$ cat src/rtl/inst_encoder_if.sv
// inst_encoder_if: request/response bundle between an instruction producer and inst_encoder
//   request : in_valid, in_ready, opcode, funct3, funct7, rd, rs1, rs2, imm
//   response: out_valid, out_ready, inst_code, range_err, err_count
interface inst_encoder_if;
  logic        in_valid;
  logic        in_ready;
  logic [6:0]  opcode;
  logic [4:0]  rd;
  logic [4:0]  rs1;
  logic [4:0]  rs2;
  logic [2:0]  funct3;
  logic [6:0]  funct7;
  logic [31:0] imm;
  logic        out_valid;
  logic        out_ready;
  logic [31:0] inst_code;
  logic        range_err;
  logic [7:0]  err_count;
  modport master (
    output in_valid, opcode, rd, rs1, rs2, funct3, funct7, imm, out_ready,
    input  in_ready, out_valid, inst_code, range_err, err_count
  );
  modport slave (
    input  in_valid, opcode, rd, rs1, rs2, funct3, funct7, imm, out_ready,
    output in_ready, out_valid, inst_code, range_err, err_count
  );
endinterface

$ cat src/rtl/inst_encoder.sv
// inst_encoder: encodes RV32 instruction fields into a word, buffered in a 2-entry FIFO
//   clk   : rising-edge clock
//   rst_n : synchronous active-low reset
//   bus   : inst_encoder_if.slave (request fields in, encoded word/range_err/err_count out)
module inst_encoder (
  input logic clk,
  input logic rst_n,
  inst_encoder_if.slave bus
);
  localparam logic [6:0] OP_LOAD = 7'b0000011;
  localparam logic [6:0] OP_IMM  = 7'b0010011;
  localparam logic [6:0] OP_JALR = 7'b1100111;
  localparam logic [6:0] OP_ST   = 7'b0100011;
  localparam logic [6:0] OP_BR   = 7'b1100011;
  localparam logic [6:0] OP_JAL  = 7'b1101111;
  logic [6:0]  op;
  logic [31:0] im;
  logic        is_i, is_sh;
  logic        fit12, fit13, fit21, fit_sh;
  logic [31:0] code;
  logic        err;
  logic [32:0] mem [2];
  logic        wr_ptr, rd_ptr;
  logic [1:0]  count;
  logic [7:0]  errs;
  logic        push, pop;
  assign op = bus.opcode;
  assign im = bus.imm;
  // A value fits an N-bit signed field when all bits from N-1 upward agree.
  assign fit12  = &im[31:11] | ~|im[31:11];
  assign fit13  = &im[31:12] | ~|im[31:12];
  assign fit21  = &im[31:20] | ~|im[31:20];
  assign fit_sh = ~|im[31:5];
  assign is_i   = op == OP_LOAD || op == OP_JALR || (op == OP_IMM && bus.funct3 != 3'b101);
  assign is_sh  = op == OP_IMM && bus.funct3 == 3'b101;
  always_comb begin
    code = is_i          ? {im[11:0], bus.rs1, bus.funct3, bus.rd, op}
         : is_sh         ? {bus.funct7, im[4:0], bus.rs1, bus.funct3, bus.rd, op}
         : op == OP_ST   ? {im[11:5], bus.rs2, bus.rs1, bus.funct3, im[4:0], op}
         : op == OP_BR   ? {im[12], im[10:5], bus.rs2, bus.rs1, bus.funct3, im[4:1], im[11], op}
         : op == OP_JAL  ? {im[20], im[10:1], im[11], im[19:12], bus.rd, op}
         :                 {bus.funct7, bus.rs2, bus.rs1, bus.funct3, bus.rd, op};
    err  = is_i          ? ~fit12
         : is_sh         ? ~fit_sh
         : op == OP_ST   ? ~fit12
         : op == OP_BR   ? ~(fit13 & ~im[0])
         : op == OP_JAL  ? ~(fit21 & ~im[0])
         :                 1'b0;
  end
  assign push          = bus.in_valid & bus.in_ready;
  assign pop           = bus.out_valid & bus.out_ready;
  assign bus.in_ready  = count != 2'd2;
  assign bus.out_valid = count != 2'd0;
  // Gate the head with out_valid so the outputs read 0 whenever the FIFO is empty.
  assign bus.inst_code = bus.out_valid ? mem[rd_ptr][32:1] : 32'd0;
  assign bus.range_err = bus.out_valid & mem[rd_ptr][0];
  assign bus.err_count = errs;
  always_ff @(posedge clk) begin
    if (!rst_n) begin
      count  <= 2'd0;
      wr_ptr <= 1'b0;
      rd_ptr <= 1'b0;
      errs   <= 8'd0;
    end else begin
      if (push) mem[wr_ptr] <= {code, err};
      if (push) wr_ptr <= ~wr_ptr;
      if (pop) rd_ptr <= ~rd_ptr;
      count <= count + {1'b0, push} - {1'b0, pop};
      if (pop && mem[rd_ptr][0] && errs != 8'hFF) errs <= errs + 8'd1;
    end
  end
endmodule

$ cat src/flat_wrapper.sv
// flat-port wrapper written by rule: the top's interface ports become plain ports
module inst_encoder_flat 
  (clk, rst_n, bus_in_valid, bus_opcode, bus_rd, bus_rs1, bus_rs2, bus_funct3, bus_funct7, bus_imm, bus_out_ready, bus_in_ready, bus_out_valid, bus_inst_code, bus_range_err, bus_err_count);
  inst_encoder_if bus_i ();
  input logic clk;
  input logic rst_n;
  input wire logic [$bits(bus_i.in_valid)-1:0] bus_in_valid;
  input wire logic [$bits(bus_i.opcode)-1:0] bus_opcode;
  input wire logic [$bits(bus_i.rd)-1:0] bus_rd;
  input wire logic [$bits(bus_i.rs1)-1:0] bus_rs1;
  input wire logic [$bits(bus_i.rs2)-1:0] bus_rs2;
  input wire logic [$bits(bus_i.funct3)-1:0] bus_funct3;
  input wire logic [$bits(bus_i.funct7)-1:0] bus_funct7;
  input wire logic [$bits(bus_i.imm)-1:0] bus_imm;
  input wire logic [$bits(bus_i.out_ready)-1:0] bus_out_ready;
  output wire logic [$bits(bus_i.in_ready)-1:0] bus_in_ready;
  output wire logic [$bits(bus_i.out_valid)-1:0] bus_out_valid;
  output wire logic [$bits(bus_i.inst_code)-1:0] bus_inst_code;
  output wire logic [$bits(bus_i.range_err)-1:0] bus_range_err;
  output wire logic [$bits(bus_i.err_count)-1:0] bus_err_count;
  assign bus_i.in_valid = bus_in_valid;
  assign bus_i.opcode = bus_opcode;
  assign bus_i.rd = bus_rd;
  assign bus_i.rs1 = bus_rs1;
  assign bus_i.rs2 = bus_rs2;
  assign bus_i.funct3 = bus_funct3;
  assign bus_i.funct7 = bus_funct7;
  assign bus_i.imm = bus_imm;
  assign bus_i.out_ready = bus_out_ready;
  assign bus_in_ready = bus_i.in_ready;
  assign bus_out_valid = bus_i.out_valid;
  assign bus_inst_code = bus_i.inst_code;
  assign bus_range_err = bus_i.range_err;
  assign bus_err_count = bus_i.err_count;
  inst_encoder u_core (.clk(clk), .rst_n(rst_n), .bus(bus_i));
endmodule
$ cat config.mk
export PLATFORM = sky130hd
export DESIGN_NAME = inst_encoder_flat
export DESIGN_NICKNAME = d
export VERILOG_FILES = /design/src/rtl/inst_encoder_if.sv /design/src/rtl/inst_encoder.sv /design/src/flat_wrapper.sv
export SDC_FILE = /design/constraint.sdc
export NUM_CORES = 1
export LEC_CHECK = 0
export BUFFER_PORTS_ARGS = -buffer_cell sky130_fd_sc_hd__buf_2
export CAP_MARGIN = 10
export CORE_UTILIZATION = 23
export CTS_BUF_LIST = sky130_fd_sc_hd__clkbuf_4 sky130_fd_sc_hd__clkbuf_8
export DETAILED_ROUTE_END_ITERATION = 10
export PLACE_DENSITY = 0.54
export SYNTH_ARGS = -nofsm -noshare
export SYNTH_HDL_FRONTEND = slang
export SYNTH_SLANG_ARGS = --single-unit
export TNS_END_PERCENT = 30
$ cat constraint.sdc
create_clock -name clk -period 5.5 [get_ports clk]
set_input_delay 0 -clock clk [delete_from_list [all_inputs] [get_ports clk]]
set_output_delay 0 -clock clk [all_outputs]
set_load 0.03 [all_outputs]
After elaboration in Yosys (flattened, before gate mapping)
Memory sizes are Yosys's and may differ from the RTL's. A register that Yosys moved wholly into a read port is not among the register bits.
Index checks and enable logic that the tools add are counted.
{"block": "totals", "memories": 1, "register_bits": 12, "in_bits": 68, "mem_bits_rw": 66, "elab_cells": 65, "output_inout_bits": 43}
{"name": "u_core.mem", "words": 2, "width": 33, "rd": 1, "rd_clocked_by_memory_dff": 1, "write_ports": 1, "line_no": "inst_encoder.sv:22", "source": "logic [32:0] mem [2];"}
{"block": "op_classes", "n_reduce_logical": 17, "mux": 16, "eq_ne": 10, "addsub": 3, "n_bitwise": 14}
{"operator": "$mux W32", "count": 6}
{"operator": "$reduce_or A27 Y1", "count": 1}
{"operator": "$eq A7 B7 Y1 const B", "count": 3}
{"operator": "$reduce_and A21 Y1", "count": 1}
{"operator": "$reduce_or A21 Y1", "count": 1}
{"operator": "$reduce_and A20 Y1", "count": 1}
{"operator": "$reduce_or A20 Y1", "count": 1}
{"operator": "$reduce_and A12 Y1", "count": 1}
{"operator": "$reduce_or A12 Y1", "count": 1}
{"operator": "$mux W1", "count": 10}
{"operator": "$add A8 B1 Y8 const B", "count": 1}
{"operator": "$ne A8 B8 Y1 const B", "count": 1}
{"operator": "$eq A7 B2 Y1 const B", "count": 1}
{"operator": "$eq A7 B5 Y1 const B", "count": 1}
{"operator": "$eq A7 B6 Y1 const B", "count": 1}
{"operator": "$not A1 Y1", "count": 6}
{"operator": "$and A1 B1 Y1", "count": 5}
{"operator": "$logic_and A1 B1 Y1", "count": 4}
{"operator": "$eq A3 B3 Y1 const B", "count": 1}
{"operator": "$logic_not A1 Y1", "count": 3}
{"operator": "$ne A3 B3 Y1 const B", "count": 1}
{"operator": "$or A1 B1 Y1", "count": 3}
{"operator": "$add A2 B1 Y2", "count": 1}
{"operator": "$logic_or A1 B1 Y1", "count": 2}
{"operator": "3 further kinds", "count": 3}

Longest topological paths before layout
Gate-level depths: netlist (run 1).
{"block": "depth", "depth_word": 10, "depth_mapped": 9}

Worst setup path after synthesis (run 1)
Ideal clock, no wire load.
{"block": "synth_path", "path_type": "register -> register", "start": "register u_core.count[0]", "end": "memory u_core.mem[0][0] (enable)", "path_stages_with_launch": 6, "t_arrival_ns": 2.323, "path_buffers": 0, "required_time_ns": 5.077, "setup_ns": 0.423, "path_slack_ns": 2.754, "path_cell_list": "dfxtp_1 -> inv_1 -> nand2_1 -> and2_0 -> nand2_1 -> nor2_1"}
{"block": "synth_between", "elab_chain_cells": 5}
{"element": "start: declaration", "line_no": "inst_encoder.sv:24", "source": "logic [1:0] count;"}
{"element": "start signal: assignment", "line_no": "inst_encoder.sv:68", "source": "count <= count + {1'b0, push} - {1'b0, pop};"}
{"element": "$ne A2 B2 Y1", "line_no": "inst_encoder.sv:52", "source": "assign bus.in_ready = count != 2'd2;"}
{"element": "net bus_in_ready", "line_no": "flat_wrapper.sv:16", "source": "output wire logic [$bits(bus_i.in_ready)-1:0] bus_in_ready;"}
{"element": "$and A1 B1 Y1", "line_no": "inst_encoder.sv:50", "source": "assign push = bus.in_valid & bus.in_ready;"}
{"element": "net u_core.push", "line_no": "inst_encoder.sv:26", "source": "logic push, pop;"}
{"element": "$mux W1", "line_no": "inst_encoder.sv:65", "source": "if (push) mem[wr_ptr] <= {code, err};"}
{"element": "$mux W1", "line_no": "inst_encoder.sv:59", "source": "if (!rst_n) begin"}
{"element": "$mux W1 (implied by the code)", "line_no": "inst_encoder.sv:65"}
{"element": "end: declaration", "line_no": "inst_encoder.sv:22"}
The timed path passes the listed nets, and every way through them passes these cells.

Worst setup path after layout (run 1)
{"block": "layout_path", "start": "input bus_opcode[4]", "end": "memory u_core.mem[0][31] (data pin)"}
{"block": "layout_between", "elab_chain_cells": 6, "word_cells_on_any_way": 15, "classes_between": "eq/ne: 6; mux: 5; reduce/logical: 4"}
{"element": "start: declaration", "line_no": "flat_wrapper.sv:8", "source": "input wire logic [$bits(bus_i.opcode)-1:0] bus_opcode;"}
{"element": "$eq A7 B7 Y1", "line_no": "inst_encoder.sv:41", "source": ": op == OP_JAL ? {im[20], im[10:1], im[11], im[19:12], bus.rd, op}"}
{"element": "$mux W32", "line_no": "inst_encoder.sv:41"}
{"element": "$mux W32", "line_no": "inst_encoder.sv:40", "source": ": op == OP_BR ? {im[12], im[10:5], bus.rs2, bus.rs1, bus.funct3, im[4:1], im[11], op}"}
{"element": "$mux W32", "line_no": "inst_encoder.sv:39", "source": ": op == OP_ST ? {im[11:5], bus.rs2, bus.rs1, bus.funct3, im[4:0], op}"}
{"element": "$mux W32", "line_no": "inst_encoder.sv:38", "source": ": is_sh ? {bus.funct7, im[4:0], bus.rs1, bus.funct3, bus.rd, op}"}
{"element": "$mux W32 (*)", "line_no": "inst_encoder.sv:37", "source": "code = is_i ? {im[11:0], bus.rs1, bus.funct3, bus.rd, op}"}
{"element": "net u_core.code[30]", "line_no": "inst_encoder.sv:20", "source": "logic [31:0] code;"}
Mark *: on every way through the listed nets, which the timed path passes. The rest lies on a longest branch.

==> results of run 1 <==
==> cells by family after synthesis <==
group	share of synthesized area (%)
buffers and inverters	1.85
muxes	15.6
DFF	59.3
adders and majority gates	0.993
AOI/OAI and AO/OA	3.44
and+or+nand+nor	16.5
xor gates and xnor gates	2.32
==> layout make-up <==
| class | instances | area, sq um | area share, % |
|---|---|---|---|
| repair buffers | 157 | 1020 | 19.4 |
| well taps | 216 | 270 | 5.16 |
| inverters | 6 | 22.5 | 0.430 |
| clock buffers | 9 | 124 | 2.37 |
| multi-input cells | 199 | 1480 | 28.2 |
| flip-flops and latches | 79 | 2240 | 42.8 |
| clock inverters | 7 | 81.3 | 1.55 |
==> stage by stage <==
step	cell area, sq um	setup WS [ns]	hold WS, ns	cells
final	5240	2.94	0.0193	673
after global routing	5240	2.83	0.00456	673
after CTS	5240	2.97	0.00316	673
after detailed placement	4580	3.25	0.235	612
after global placement	4580	3.31	0.233	612
after floorplan	3780	2.75	0.0989	294
==> power by group through the flow <==
stage                     Combinational, mW  Clock (mW)  Sequential, mW
after global placement                0.643           0           0.794
after floorplan                       0.476           0           0.747
after detailed placement              0.647           0           0.797
final                                 0.659       0.445           0.779
after global routing                  0.717       0.479           0.789
after CTS                             0.676       0.454           0.784
==> worst paths after layout <==
path                                              start                       to  slack [ns]
worst max-delay path                      bus_opcode[4]        u_core.mem[0][31]        2.94
worst min-delay path                      bus_funct3[1]        u_core.mem[0][14]        0.02
worst max register to register                flip-flop  u_core.bus.err_count[5]        3.32
worst min register to register  u_core.bus.err_count[6]  u_core.bus.err_count[6]        0.51
==> state kept, by name (all words and copies together) (netlist names), named ones only <==
signal / cells
u_core.rd_ptr: 1
u_core.mem: 66
u_core.bus.err_count: 8
u_core.count: 2
u_core.wr_ptr: 1
==> metal layers <==
metal  routed length, um  share of wire [%]
met5                   0                  0
met2                4610                 47
met1                4540                 46
met3                 603                6.1
met4                  87               0.88
==> cell usage in the layout (no fill, tap or decap), types with 3 or more instances in the layout <==
cell type / netlist / layout
clkbuf_8: 0 / 9
ha_1: 3 / 3
nand4_1: 9 / 9
nor2_1: 43 / 41
edfxtp_1: 66 / 66
xor2_1: 8 / 8
mux2i_1: 34 / 34
dfxtp_1: 13 / 12
nor4_1: 8 / 8
nand3_1: 6 / 6
dlygate4sd3_1: 0 / 45
buf_2: 5 / 110
inv_1: 6 / 6
clkinvlp_4: 0 / 3
and2_1: 12 / 12
mux2_2: 22 / 22
nand2_1: 9 / 9
nor3_1: 7 / 7
==> timing repair <==
item,CTS,global route
endpoints found under the hold margin,60,0
setup endpoints to repair,0,0
setup buffers,0,0
hold buffers,45,0
==> impl_metrics.yaml, run 1 <==
status:
  status: "finished, final reports clean"
pwr:
  combinationalPowerShare_pct: 35.0
  finalPower_mw: 1.88
  power_density_mw_per_mm2: 360
  swShare_pct: 38.2
  leakagePower_nw: 2.01
  pwr-share-seq_pct: 41.4
  power_frac_clock_pct: 23.6
  vdd_drop_max_uv: 145
  switchingPower_mw: 0.719
  internal_power_mw: 1.16
sta:
  hold_viol_final: 0
  drv_slew: 0
  setup_viol: 0
  rsz0062_at_grt: "no"
  period_minus_slack_ns: 2.56
  fin_tns_setup_ns: 0
  post-route-period-util_pct: 46.5
  clock_skew_ns: 0.00828
  worst_pin_slew_ns: 1.05
  slew_headroom_pct: 30.2
  fmax_mhz: 391
drt:
  viasPerCell: 4.31
  route.detailed.drc: 0
  routed_wirelength_um: 9850
  routedWlPerCell_um: 14.6
  drt-initial-drc-count: 145
  ant_nets: 0
  dr.pass1.iters: 4
  vias: 2903
setup_path:
  rr_worst_depth: 5
  cp_max_fo: 10
  crit_cells: 8
  cp-end-kind: "flip-flop"
  crit_top_cell: "dlygate4sd3_1"
  crit_chain: "dlygate4sd3_1 > buf_2 > nand4b_1 > nor2_2 > nand2_2 > nand3b_2 > mux2_2 > dlygate4sd3_1"
  critPathRequiredTime_ns: 5.60
  cpPeakStageDelay_ns: 0.58
  crit_family: "buffers and inverters"
  worstPathArrival_ns: 2.66
  cpMaxStageDelayCell: "dlygate4sd3_1"
  critPathKind: "input pin to flip-flop"
  worst-path-buf-inv: 3
  worst_setup_path_start_kind: "input pin"
logic_synthesis:
  synth_edf_count: 66
  yosysSeqAreaShare_pct: 59.3
  yosysMostFrequentCell: "edfxtp_1"
  synth_cell_types: 48
  synth_fp_nets: 365
  synthFlopType: "edfxtp_1"
  synthTopCellsByArea: "edfxtp_1 52%, mux2i_1 9.0%, dfxtp_1 6.9%"
  synthTopCellsByCount: "66 x edfxtp_1, 43 x nor2_1, 34 x mux2i_1"
  avgSynthCellArea_sq_um: 12.9
  yosys.area.top_type: "edfxtp_1"
  ys_async_sr_fraction_pct: 0
  synth-seq-cells: 79
  synth.cell_area_sq_mm: 0.00378
  synth_top_cell_area_share_pct: 52.4
  syn_inst: 294
  yosys_warnings: 0
worst_hold_path:
  worst_hold_path_type: "input pin to flip-flop"
  holdPathStages: 2
grt:
  grtUsageTotal_pct: 12.2
  grt_overflow: 0
  grt_pass1_wl_um: 15400
  grtUsageMet1_pct: 15.3
  grt_busiest_layer: "met2"
  antenna_found_initial: 0
  grtUsageMet2_pct: 20.4
  grt_max_degree: 35
  grt_pass1_vias: 2929
  grt.met3_usage_pct: 2.91
finish:
  drive_gt1_share_pct: 36.3
  fillers: 1666
  nets: 523
  insertedDiodeCount: 0
  post-route-util_pct: 32.8
  area_growth_pct: 38.5
clocking:
  cts_htree_levels: 3
  clk_pin_slew_ns: 0.08
  ctsLongestPathBuffers: 2
  cts_resized: 0
  clockRootBuffer: "clkbuf_8"
  cts.sinks: 79
  cts_tree: "yes"
  insertion_delay_ns: 0.36
  cts_made_buffers: 9
placed_design:
  dp_hpwl_um: 7010
  place_congestion: 0.771
  io_buffers: 110
floorplanning:
  die_area_sq_mm: 0.0170
  die_x_um: 130
  coreArea_sq_mm: 0.0159
  row_count: 46
  die_h_um: 130
  io_pins: 111
  initial_core_util_pct: 23.7
job:
  maxCapViolCount: 0
Note: power is estimated with default switching activity, not from simulation.
==> run 2, diff against run 1 <==
==> constraint.sdc (replaced) <==
create_clock -name clk -period 2.65 [get_ports clk]
set_input_delay 0 -clock clk [delete_from_list [all_inputs] [get_ports clk]]
set_output_delay 0 -clock clk [all_outputs]
set_load 0.03 [all_outputs]
==> run 2 against run 1 <==
Effect of this change:
- sequential power is 96% higher
- count of clock-buffer cells in the layout is the same
- cell area rose by 0.57%
- via count increased by 1.1%
- utilization is 0.19 points higher
- worst hold slack gained 0.0033 ns
- critical path type unchanged
- register-to-register slack lost 2.4 ns
- total power rose by 100%
- non-clock buffer count grew 7
- cell count is 1.0% higher
==> impl_metrics.yaml, run 2 (synthesis results as in run 1) <==
setup_path:
  cp-startpoint: "bus_opcode[4]"
  worst_setup_path_start_kind: "input pin"
  worstPathArrival_ns: 2.64
  critPathKind: "input pin to flip-flop"
  critPathRequiredTime_ns: 2.76
  rr_startpoint: "u_core.count[1]"
  cp_max_fo: 10
  cp-end-kind: "flip-flop"
sta:
  fmax_mhz: 395
  period_minus_slack_ns: 2.53
  drv_slew: 0
  hold_ws_ns: 0.0226
  slew_headroom_pct: 61.9
  hold_viol_final: 0
  worst_pin_slew_ns: 0.572
  fin_tns_setup_ns: 0
  setup_viol: 0
  post-route-period-util_pct: 95.5
  rsz0062_at_grt: "no"
  clock_skew_ns: 0.00693
finish:
  insertedDiodeCount: 0
  largest_register: "u_core.mem"
  layout_common_cells: "110 x buf_2, 66 x edfxtp_1, 49 x dlygate4sd3_1"
  area_growth_pct: 39.3
  final_common_cell: "buf_2"
  largest_reg_flops: 66
  final_cells: 680
  drive_gt1_share_pct: 36.2
  nets: 530
worst_hold_path:
  worst_hold_path_type: "input pin to flip-flop"
  min_from: "bus_opcode[6]"
drt:
  vias: 2936
  routed_wirelength_um: 9690
  ant_nets: 0
  routedWlPerCell_um: 14.3
  route.detailed.drc: 0
  drt-initial-drc-count: 96
  viasPerCell: 4.32
  dr.pass1.iters: 4
floorplanning:
  io_pins: 111
  coreArea_sq_mm: 0.0159
  die_x_um: 130
  initial_core_util_pct: 23.7
  die_area_sq_mm: 0.0170
  die_h_um: 130
  row_count: 46
job:
  maxCapViolCount: 0
grt:
  grtUsageTotal_pct: 12.2
  grt_pass1_vias: 2960
  grt_max_degree: 34
  grt_pass1_wl_um: 15100
  antenna_found_initial: 0
  grt_overflow: 0
clocking:
  cts_resized: 0
  ctsLongestPathBuffers: 2
  cts_made_buffers: 9
  clockRootBuffer: "clkbuf_8"
  postCtsSetupBuffers: 0
  cts_htree_levels: 3
  clk_pin_slew_ns: 0.08
  cts.sinks: 79
  insertion_delay_ns: 0.36
  hold_buffers: 49
  cts_tree: "yes"
placed_design:
  dp.cells: 615
  dp_hpwl_um: 7000
  place_congestion: 0.776
  io_buffers: 110
pwr:
  finalPower_mw: 3.78
  leakagePower_nw: 2.03
  vdd_drop_max_uv: 256
  power_density_mw_per_mm2: 717
status:
  status: "finished, final reports clean"
-- run 2: changes by cell type in the layout (fill, tap and decap cells not counted), sizes merged --
cell / change
dlygate4sd3: +4
bufinv: -1
inv: -1
clkinv: +2
buf: +3
-- run 2: worst paths after layout --
path,slack (ns),cells after the start,endpoint
worst min register to register,0.51,2,u_core.bus.err_count[6]
worst max register to register,0.89,9,u_core.count[1]
worst min-delay path,0.02,1,u_core.mem[1][7]
worst max-delay path,0.12,8,u_core.mem[1][28]
-- run 2: cell type report --
cell class                      count  area (sq um)
Clock buffer                        9           124
Clock inverter                      7          48.8
Fill cell                        1658         10700
Inverter                            6          22.5
Multi-Input combinational cell    199          1480
Sequential cell                    79          2240
Tap cell                          216           270
Timing Repair Buffer              164          1080
-- run 2: power by group --
group / internal, mW / switching (mW) / leakage, nW
sequential: 1.48 / 0.0441 / 0.711
combinational: 0.496 / 0.972 / 1.24
clock: 0.339 / 0.443 / 0.0793
-- run 2: critical path, stage by stage --
cell           delay (ns)
dlygate4sd3_1        0.54
buf_2                0.16
nand4b_1             0.25
nor2_2               0.26
nand2_2              0.22
nand3b_2             0.25
mux2_2               0.36
dlygate4sd3_1        0.58
-- run 2: metal layers --
layer / share of wire, % / up-vias / wire [um] / track usage [%]
li1: - / 1438 / - / -
met1: 45 / 1402 / 4390 / 14.8
met2: 47 / 88 / 4570 / 20.0
met3: 6.7 / 8 / 652 / 4.76
met4: 0.85 / 0 / 82 / 3.49
met5: 0 / - / 0 / 0
-- run 2: metrics by stage --
stage          setup WS (ns)  util (%)  cell area (sq um)
6_report               0.119      33.0               5270
5_1_grt               0.0919      33.0               5270
4_1_cts                0.195      33.0               5270
3_5_place_dp           0.895      28.9               4600
3_3_place_gp           0.925      28.9               4600
2_1_floorplan          0.441         -               3780
